[config.mk]
export PLATFORM = sky130hd
export DESIGN_NAME = unidade_busca
export DESIGN_NICKNAME = d
export VERILOG_FILES = /design/src/rtl/unidade_busca.sv
export SDC_FILE = /design/constraint.sdc
export NUM_CORES = 1
export LEC_CHECK = 0
export ABC_CLOCK_PERIOD_IN_PS = 2600
export CAP_MARGIN = 10
export CORE_ASPECT_RATIO = 1.1
export CORE_MARGIN = 4
export CORE_UTILIZATION = 48
export CTS_BUF_LIST = sky130_fd_sc_hd__clkbuf_16
export DETAILED_ROUTE_END_ITERATION = 10
export PLACE_DENSITY = 0.84
export SLEW_MARGIN = 20
export SYNTH_ARGS = -nofsm -noshare
export SYNTH_HDL_FRONTEND = slang
export SYNTH_SLANG_ARGS = --single-unit
[constraint.sdc]
create_clock -name clk -period 2.6 [get_ports clk]
set_input_delay 0.52 -clock clk [delete_from_list [all_inputs] [get_ports clk]]
set_output_delay 0.52 -clock clk [all_outputs]
set_load 0.05 [all_outputs]
[src/rtl/unidade_busca.sv]
// Instruction fetch unit: one outstanding memory request feeding a small FIFO of
// {instr, pc} entries; a redirect flushes the FIFO and retargets fetching.
module unidade_busca #(
    parameter logic [31:0] RESET_PC = 32'h0000_0000,
    parameter int          DEPTH    = 2
) (
    input  logic        clk,
    input  logic        reset,
    output logic        imem_req,
    output logic [31:0] imem_addr,
    input  logic        imem_ack,
    input  logic [31:0] imem_rdata,
    input  logic        redirect,
    input  logic [31:0] redirect_pc,
    output logic        instr_valid,
    output logic [31:0] instr,
    output logic [31:0] instr_pc,
    input  logic        instr_ready,
    output logic [31:0] pc_atual
);
    localparam int PW = $clog2(DEPTH);
    localparam int CW = PW + 1;
    localparam logic [CW-1:0] DEPTH_C = CW'(DEPTH);

    typedef enum logic [1:0] {
        S_IDLE    = 2'd0,
        S_WAIT    = 2'd1,
        S_DISCARD = 2'd2
    } state_t;

    state_t        state;
    logic [31:0]   buf_instr [DEPTH];
    logic [31:0]   buf_pc    [DEPTH];
    logic [PW-1:0] head;
    logic [PW-1:0] tail;
    logic [CW-1:0] count;

    logic          pop;
    logic          push;
    logic [CW-1:0] count_pop;
    logic [CW-1:0] count_post;
    logic [31:0]   target;
    logic [31:0]   pc_next_seq;
    logic          unused_target_bits;

    // Fetch targets are always word aligned, so the low redirect bits are dropped.
    assign unused_target_bits = ^redirect_pc[1:0];

    always_comb begin
        pop         = (count != '0) && instr_ready;
        push        = (state == S_WAIT) && imem_ack && !redirect;
        count_pop   = count - {{(CW-1){1'b0}}, pop};
        count_post  = count_pop + {{(CW-1){1'b0}}, push};
        target      = {redirect_pc[31:2], 2'b00};
        pc_next_seq = pc_atual + 32'd4;
    end

    assign instr_valid = (count != '0);
    assign instr       = buf_instr[head];
    assign instr_pc    = buf_pc[head];

    always_ff @(posedge clk or negedge reset) begin
        if (!reset) begin
            state     <= S_IDLE;
            imem_req  <= 1'b0;
            imem_addr <= 32'd0;
            pc_atual  <= RESET_PC;
        end else begin
            case (state)
                S_IDLE: begin
                    if (redirect) begin
                        pc_atual <= target;
                    end else if (count_pop < DEPTH_C) begin
                        state     <= S_WAIT;
                        imem_req  <= 1'b1;
                        imem_addr <= pc_atual;
                    end
                end
                S_WAIT: begin
                    if (redirect) begin
                        pc_atual <= target;
                        if (imem_ack) begin
                            imem_addr <= target;
                        end else begin
                            state <= S_DISCARD;
                        end
                    end else if (imem_ack) begin
                        pc_atual <= pc_next_seq;
                        if (count_post < DEPTH_C) begin
                            imem_addr <= pc_next_seq;
                        end else begin
                            state    <= S_IDLE;
                            imem_req <= 1'b0;
                        end
                    end
                end
                S_DISCARD: begin
                    // The response in flight belongs to a stale path and is never pushed.
                    if (redirect) begin
                        pc_atual <= target;
                        if (imem_ack) begin
                            state     <= S_WAIT;
                            imem_addr <= target;
                        end
                    end else if (imem_ack) begin
                        state     <= S_WAIT;
                        imem_addr <= pc_atual;
                    end
                end
                default: begin
                    state    <= S_IDLE;
                    imem_req <= 1'b0;
                end
            endcase
        end
    end

    always_ff @(posedge clk or negedge reset) begin
        if (!reset) begin
            head  <= '0;
            tail  <= '0;
            count <= '0;
            for (int i = 0; i < DEPTH; i++) begin
                buf_instr[i] <= 32'd0;
                buf_pc[i]    <= 32'd0;
            end
        end else if (redirect) begin
            head  <= '0;
            tail  <= '0;
            count <= '0;
        end else begin
            if (push) begin
                buf_instr[tail] <= imem_rdata;
                buf_pc[tail]    <= imem_addr;
                tail            <= tail + PW'(1);
            end
            if (pop) begin
                head <= head + PW'(1);
            end
            count <= count_post;
        end
    end

endmodule

Word-level counts from Yosys, hierarchy flattened:

Cells that the tools add are included.
W data, S select, Z words.

* output and inout port bits: 130
* input port bits: 69
* flip-flop bits (word level): 199
* logic and storage cells: 98

* reduce and logical (&&, ||, !) cells: 17
* magnitude comparators: 5
* add/subtract/negate cells: 5
* bitwise gates (word level): 4
* multiplexer cells: 42
* eq/ne operators: 14

Operators by type and width (number)
* $mux W32: 18
* $bwmux W64: 2
* $pmux W32 S3: 1
* $pmux W32 S2: 1
* $add A32 B3 Y32 const B: 1
* $demux W32 S1: 1
* $reduce_and A6 Y1: 3
* $mux W2: 8
* $ne A2 B2 Y1 const B: 6
* $ne A3 B3 Y1 const B: 4
* $mux W1: 9
* $reduce_bool A2 Y1: 4
* $pmux W2 S3: 1
* $ge A2 B2 Y1 const B: 2
* $logic_and A1 B1 Y1: 4
* $lt A2 B2 Y1 const B: 2
* $not A1 Y2: 2
* $ne A3 B2 Y1 const B: 1
* $pmux W1 S3: 1
* $reduce_and A3 Y1: 1
* $reduce_bool A3 Y1: 1
* $add A1 B1 Y1 const B: 2
* $add A2 B1 Y2: 1
* $eq A2 B1 Y1 const B: 1
* other kinds (9): 10

Depth between registers and ports, before layout:

Gate-level depths: netlist of run 1.

* word-level depth: 9
* gate-level depth with buffers: 13
* mapped depth without buffers: 10

Worst setup path after synthesis of run 1:

Ideal clock, no wire load.

* kind: flip-flop to flip-flop
* start point: register count[1]
* end point: register imem_addr[11]
* path buffers: 2
* library setup time: 0.125 ns
* clock period less this slack: 3.030 ns
* cell stages (with the launch flop): 13
* arrival time: 2.906 ns
* path slack: -0.430 ns
* data required time: 2.475 ns
* path through: dfrtp_1 or2_2 and2_1 ha_1 inv_1 ha_1 xnor3_1 nor2_1 or3_1 clkbuf_1 nor2_1 buf_4 mux2_2

* longest elaborated chain between the ends: 7
* elaborated cells between the ends (all ways): 9
* those cells by class: 2 x add/sub; 2 x order compare; 2 x eq/ne; 3 x reduce/logical

RTL lines
* start, declared: line 36 `logic [CW-1:0] count;`
* start signal, assigned: line 140 `count <= count_post;`
* $reduce_bool A2 Y1 (*)
* net instr_valid: line 15 `output logic instr_valid,`
* $logic_and A1 B1 Y1 (*): line 50 `pop = (count != '0) && instr_ready;`
* $sub A2 B1 Y2 (*): line 52 `count_pop = count - {{(CW-1){1'b0}}, pop};`
* $add A2 B1 Y2: line 53 `count_post = count_pop + {{(CW-1){1'b0}}, push};`
* $lt A2 B2 Y1: line 89 `if (count_post < DEPTH_C) begin`
* $ne A3 B2 Y1 (no source line)
* $reduce_and A6 Y1 (no source line) (*)
* end signal, assigned: line 83 `imem_addr <= target;`
* end signal, assigned: line 90 `imem_addr <= pc_next_seq;`
* end signal, assigned: line 103 `imem_addr <= target;`
* end, declared: line 10 `output logic [31:0] imem_addr,`

Mark *: on every way through the listed nets, which the timed path passes. The rest lies on a longest branch.
A chain may end at the register's enable or synchronous reset.

Worst setup path in the final report of run 1:

* start point: register count[1]
* end point: register imem_addr[28]

* longest elaborated chain between the ends: 7
* elaborated cells between the ends (all ways): 9
* those cells by class: 2 x add/sub; 2 x order compare; 2 x eq/ne; 3 x reduce/logical

RTL lines (line)
* $reduce_bool A2 Y1: 50
* $logic_and A1 B1 Y1: 50
* $sub A2 B1 Y2 (*): 52
* $add A2 B1 Y2: 53
* $lt A2 B2 Y1: 89
* $ne A3 B2 Y1 (no source line)
* $reduce_and A6 Y1 (no source line) (*)

Every way passes the cells marked *; elsewhere a longest branch is shown, timed or not.

==> summary.txt, run 1 <==
Status
  – Run status: finished with violations
  – Violations in the final reports: negative setup slack

Timing
  – Crit share post-route: 1.03
  – Clock period minus worst slack: 2.68 ns
  – Final count of pins violating max slew: 0
  – Worst-case setup margin in the final layout: -0.0803 ns
  – Endpoints failing setup: 14
  – Final count of hold timing violations: 0
  – Final clock skew: 0.00906 ns
  – FMAX: 0.373 GHz
  – Unrepaired setup endpoints after global routing: true
  – Slew @ Worst Pin: 0.632 ns
  – Relative slew slack: 0.577

Clock tree
  – Number of buffers added by the clock tree synthesis step: 17
  – Sink Count: 197
  – Deepest level of the CTS H-tree: 4
  – Cell at the root of the clock tree: clkbuf_16
  – Maximum root-to-sink buffer count: 2
  – Clock-pin transition on the worst setup and hold timing paths: 0.07 ns
  – CTS tree: yes
  – Skew-Pair Late Insertion Delay: 0.43 ns

Route
  – DRT iter0 DRCs: 868
  – DRC viols: 0
  – Total Wirelength: 32,300 um
  – Routed via count: 9,131
  – Final antenna-violating net count: 0
  – DR pass1 iterations: 7
  – Via-to-Cell Ratio: 6.12
  – Routed wire length per instance: 21.7 um

Logic synthesis
  – Most used DFF post-synth: dfrtp_1
  – Sequential fraction of the synthesis area: 0.463
  – Distinct cell type count after synthesis: 62
  – Netlist area before placement: 10,600 um^2
  – Fraction of registers with async set or reset after synthesis: 1.00
  – Ys Warns: 0
  – EDFF count, synth: 0
  – Yosys reg bits: 197
  – Avg Cell Area, Syn: 10.9 um^2
  – Count of mapped cells out of synthesis: 978

Worst setup path
  – Startpoint of the most critical setup path: count[1]
  – Maximum fanout along the worst path: 3
  – Arrival time at the worst endpoint: 2.99 ns
  – Type of origin of the critical path: flip-flop
  – Reg2Reg Launch Point: count[1]
  – Internal reg-to-reg setup slack: -0.08 ns
  – Capturing element type of the critical path: flip-flop
  – Crit Path Class: flip-flop to flip-flop
  – Required time at the endpoint of the critical path: 2.91 ns

Floorplan
  – Starting density of the core: 0.493
  – Die width: 150 um
  – Total number of placement rows: 56
  – Total Die Area: 24,600 um^2
  – Core area: 21,600 um^2
  – Vertical die dimension: 164 um
  – Ports placed on the boundary: 199

Global route
  – Antenna violations before repair: 0
  – Global-route wire length before repair: 50,200 um
  – Largest net degree at the start of global routing: 70
  – Gr ovfl total: 0
  – Vias in the first global route: 9,132
  – Overall routing resource usage: 0.260

Finish
  – Most frequent cells in the layout: dfrtp_1 (196), mux2_2 (195), clkdlybuf4s50_1 (128)
  – N_diodes: 0
  – Share of final-layout standard cells stronger than drive strength 1: 0.348
  – Layout overhead on the synthesized area: 31.8%
  – Leading cell type in the layout, fill and taps excluded: dfrtp_1
  – Total Nets Final: 1,267
  – Number of cells in the finished layout apart from fillers: 1,493

Min path
  – Type of the tightest min-delay check: input pin to async pin

Place
  – Weighted congestion reported at the end of routability-driven placement: 0.990
  – HPWL Detailed: 23,000 um
  – Quantity of I/O buffers inserted on ports: 194
  – Cell count after placement: 1,455

Run
  – MaxCap Viol Count: 0
routing by layer:
metal	vias up	global-route usage	routed length (um)
met4	0	0.114	1230
met3	100	0.0439	2520
met5	-	0	0
met2	488	0.420	15300
met1	4480	0.346	13300
li1	4063	-	-
flip-flops by register name (all words and copies together) (netlist names):
signal and flops:
pc_atual 30, head 1, imem_addr 32, tail 1
count 2, buf_pc 64, imem_req 1, buf_instr 64
state 2
what timing repair did:
item / CTS / global route
gates resized for setup: 12 / 27
endpoints found under the setup margin: 25 / 32
hold buffers: 0 / 0
gates cloned: 1 / 1
setup buffers: 3 / 2
pin swaps: 3 / 0
metrics by stage:
stage / hold WS [ns] / TNS (ns) / cell area, um^2 / utilization / setup slack [ns]
floorplan: 0.224 / -2.00 / 10700 / - / -0.204
global route: 0.129 / -2.34 / 14000 / 0.650 / -0.157
finish: 0.101 / -0.691 / 14000 / 0.650 / -0.0803
global placement: 0.480 / -11.81 / 13300 / 0.615 / -0.497
CTS: 0.102 / -0.800 / 13900 / 0.644 / -0.0846
detailed placement: 0.487 / -12.96 / 13300 / 0.615 / -0.525
kinds of logic (layout without fill, tap and decap cells):
logic type	after synthesis	in the layout	synth area share
multiplexers	236	236	0.246
XOR/XNOR	11	11	0.0103
other	1	2	0.000352
flip-flops	197	197	0.463
buffers and inverters	92	316	0.0353
adder cells (fa/ha/maj)	7	7	0.00823
AO/OA/AOI/OAI	225	225	0.135
AND/OR/NAND/NOR	209	209	0.102
final timing paths:
kind / to / depth (start not counted)
max: imem_addr[28] / 11
max in group asynchronous: pc_atual[22] / 2
min reg2reg: buf_instr[49] / 1
max reg2reg: imem_addr[28] / 11
min in group clk: buf_instr[49] / 1
min: buf_instr[37] / 1
cell type report:
cell class,instances,area [um^2]
clock buffer,17,425
clock inverter,14,128
fill,1666,7550
inverter,10,37.5
multi-input combinational,690,5540
sequential,197,4930
tap,290,363
timing repair buffer,275,2600
cell usage after synthesis, drive strengths merged, types with 5 or more instances:
cell type | count | area share
nor4 | 12 | 0.0088
a21oi | 60 | 0.028
buf | 20 | 0.0099
nand3 | 16 | 0.0085
dfrtp | 197 | 0.46
o22ai | 10 | 0.0059
mux2 | 203 | 0.21
nand2 | 51 | 0.018
a31oi | 15 | 0.0088
clkbuf | 62 | 0.022
a22oi | 8 | 0.0056
nor3 | 20 | 0.0099
o31ai | 5 | 0.0035
or3 | 5 | 0.0029
o21a | 8 | 0.0056
a2bb2oi | 10 | 0.0082
o21ai | 56 | 0.026
ha | 7 | 0.0082
o221ai | 6 | 0.0049
o211ai | 9 | 0.0063
nand4 | 21 | 0.013
a21boi | 5 | 0.0035
xnor2 | 7 | 0.0058
mux2i | 33 | 0.031
and2 | 8 | 0.0047
inv | 10 | 0.0035
nand2b | 7 | 0.0041
nor2 | 48 | 0.017
and4 | 6 | 0.0049
o32ai | 6 | 0.0049
critical path, cell delays in order (launching register included):
cell and delay, ns:
dfrtp_1 0.37, or2_4 0.25, and2_4 0.15, ha_4 0.25, inv_2 0.04, ha_4 0.14, xnor3_1 0.25, nor2_2 0.05
or3_4 0.40, buf_6 0.13, or4_1 0.40, o221a_2 0.13
Power of run 1 is left out: the tool's default activity adds up to more than one toggle a clock period on the data nets, which glitch-free logic cannot reach.
==> inputs of run 2 (changes only) <==
ABC_AREA = 1   (was unset)
CORE_ASPECT_RATIO = unset   (was 1.1)
PLACE_DENSITY = unset   (was 0.84)
PLACE_DENSITY_LB_ADDON = 0.1   (was unset)
==> summary.txt, run 2 <==
Floorplan
  – Vertical die dimension: 156 um
  – Ports placed on the boundary: 199
  – Total Die Area: 24,200 um^2
  – Total number of placement rows: 53
  – Starting density of the core: 0.494
  – Core area: 21,200 um^2
  – Die width: 156 um

Logic synthesis
  – Fraction of post-synthesis cell area in the top cell type by area: 0.471
  – Cell type with the largest total area after synthesis: dfrtp_1
  – Fraction of registers with async set or reset after synthesis: 1.00
  – Yosys reg bits: 197
  – Ys Warns: 0
  – Distinct cell type count after synthesis: 31
  – Netlist area before placement: 10,500 um^2
  – Count of mapped cells out of synthesis: 1,482
  – Leading post-synthesis cells by cell area: dfrtp_1 (47%), nand2_1 (22%), o21ai_0 (8.5%)
  – Commonest cells post-synth: nand2_1 (613), dfrtp_1 (197), o21ai_0 (177)
  – Most numerous cell in the Yosys netlist: nand2_1
  – Sequential fraction of the synthesis area: 0.471
  – Most used DFF post-synth: dfrtp_1
  – EDFF count, synth: 0
  – Avg Cell Area, Syn: 7.07 um^2

Finish
  – Total Nets Final: 1,721
  – Share of final-layout standard cells stronger than drive strength 1: 0.0869
  – Top Registers: buf_instr x64, buf_pc x64, imem_addr x32
  – Number of cells in the finished layout apart from fillers: 1,933
  – Most frequent cells in the layout: nand2_1 (611), dfrtp_1 (196), o21ai_0 (177)
  – Leading cell type in the layout, fill and taps excluded: nand2_1
  – N_diodes: 0
  – Layout overhead on the synthesized area: 33.2%

Clock tree
  – Clock-pin transition on the worst setup and hold timing paths: 0.08 ns
  – Skew-Pair Late Insertion Delay: 0.45 ns
  – Cell at the root of the clock tree: clkbuf_16
  – Post-CTS Setup Bufs: 0
  – Number of buffers added by the clock tree synthesis step: 17
  – Hold-fix buffer count after cts: 0
  – Sink Count: 197
  – CTS tree: yes
  – Maximum root-to-sink buffer count: 2
  – Deepest level of the CTS H-tree: 4
  – # resized after CTS: 0

Global route
  – Overall routing resource usage: 0.247
  – Global-route wire length before repair: 48,200 um
  – Largest net degree at the start of global routing: 91
  – Gr ovfl total: 0
  – Vias in the first global route: 9,218
  – Antenna violations before repair: 0

Route
  – DR pass1 iterations: 5
  – Routed wire length per instance: 15.6 um
  – DRT iter0 DRCs: 1,104
  – DRC viols: 0
  – Routed via count: 9,982
  – Via-to-Cell Ratio: 5.16
  – Total Wirelength: 30,200 um
  – Final antenna-violating net count: 0

Pwr
  – Post-layout power: 21.7 mW
  – Cell leakage power: 6.86 nW
  – Power density over the cells: 1560 nW/um^2
  – Worst voltage drop across the vdd grid: 0.000875 V

Place
  – Weighted congestion reported at the end of routability-driven placement: 0.897
  – Quantity of I/O buffers inserted on ports: 194
  – Cell count after placement: 1,900
  – HPWL Detailed: 21,400 um

Worst setup path
  – Type of origin of the critical path: flip-flop
  – Maximum fanout along the worst path: 14
  – Family with the most delay on the worst path: simple AND/OR/NAND/NOR gates
  – Crit path cell chain: inv_1 -> ha_1 -> nand2_1 -> nor2_1 -> ha_1 -> xor2_1 -> buf_4 -> nor2_1 -> nor2_4 -> nand3_1 -> o21ai_1
  – Buffers and inverters on the worst path: 2
  – Required time at the endpoint of the critical path: 2.91 ns
  – Crit-path slowest cell: dfrtp_1
  – Capturing element type of the critical path: flip-flop
  – Arrival time at the worst endpoint: 2.67 ns
  – Crit Path Class: flip-flop to flip-flop
  – Critical Path Max Stage Delay: 0.44 ns

Status
  – Run status: complete, no violations

Timing
  – Clock period minus worst slack: 2.37 ns
  – Final count of hold timing violations: 0
  – Final clock skew: 0.0215 ns
  – Slew @ Worst Pin: 0.622 ns
  – Final hold slack: 0.0830 ns
  – Final count of pins violating max slew: 0
  – FMAX: 0.423 GHz
  – Unrepaired setup endpoints after global routing: false
  – Relative slew slack: 0.585
  – Crit share post-route: 0.910
  – Endpoints failing setup: 0

Min path
  – Type of the tightest min-delay check: input pin to async pin

Run
  – MaxCap Viol Count: 0
-- run 2: cell count changes after synthesis, sizes merged, moves of 18 or more --
cell,delta
mux2,-203
nand2,+562
nand4,-18
o21ai,+148
nand3,+28
inv,+120
nor2,+50
mux2i,-33
-- run 2: path summary, 6_finish.rpt --
kind                                 end  cells past startpoint  slack (ns)     startpoint
max                        imem_addr[10]                     11        0.23       state[1]
min                        buf_instr[28]                      1        0.08          reset
max reg2reg                imem_addr[10]                     11        0.23       state[1]
min reg2reg                buf_instr[53]                      2        0.48  buf_instr[53]
max in group asynchronous  buf_instr[46]                      2        1.82          reset
min in group clk                    tail                      4        0.44       imem_ack
-- run 2: cell families after synthesis --
family | share of synthesized area
buffers and inverters | 0.0815
AND/OR/NAND/NOR | 0.283
adder cells (fa/ha/maj) | 0.00836
AO/OA/AOI/OAI | 0.148
flip-flops | 0.471
XOR/XNOR | 0.00836
other | 0.000358
-- run 2: through the flow --
step           utilization  setup TNS (ns)  cell area, um^2  worst slack [ns]
2_1_floorplan            -               0            10500             0.203
3_3_place_gp         0.630           -2.45            13400            -0.162
3_5_place_dp         0.630           -2.79            13400            -0.188
4_1_cts              0.657               0            13900            0.0925
5_1_grt              0.658               0            14000           0.00234
6_report             0.658               0            14000             0.233
-- run 2: worst reg2reg max path, stage by stage, from the launching register on --
cell and delay, ns:
dfrtp_1 0.44, inv_1 0.11, ha_1 0.26, nand2_1 0.13, nor2_1 0.07, ha_1 0.21
xor2_1 0.16, buf_4 0.15, nor2_1 0.34, nor2_4 0.17, nand3_1 0.13, o21ai_1 0.07
-- run 2: report_power, final --
part           total (mW)  leakage (nW)  internal [mW]  switching [mW]
Clock                2.56         0.281           1.28            1.28
Sequential           5.39          2.50           4.36            1.03
Combinational        13.8          4.08           5.05            8.72
-- run 2: routing by layer --
metal	up-vias	part of all wire	GRT usage	routed length, um
li1	5012	-	-	-
met2	439	0.45	0.375	13500
met4	0	0.021	0.0717	634
met5	-	0	0	0
met1	4485	0.46	0.368	13900
met3	46	0.071	0.0388	2140
-- run 2: cell type report --
type / count / area (um^2)
fillers: 1838 / 7270
flip-flops and latches: 197 / 4930
multi-input cells: 1075 / 4720
repair buffers: 223 / 2900
inverters: 131 / 492
clock buffers: 17 / 425
well taps: 275 / 344
clock inverters: 15 / 143
No activity file was read; power rests on OpenSTA's default activity.
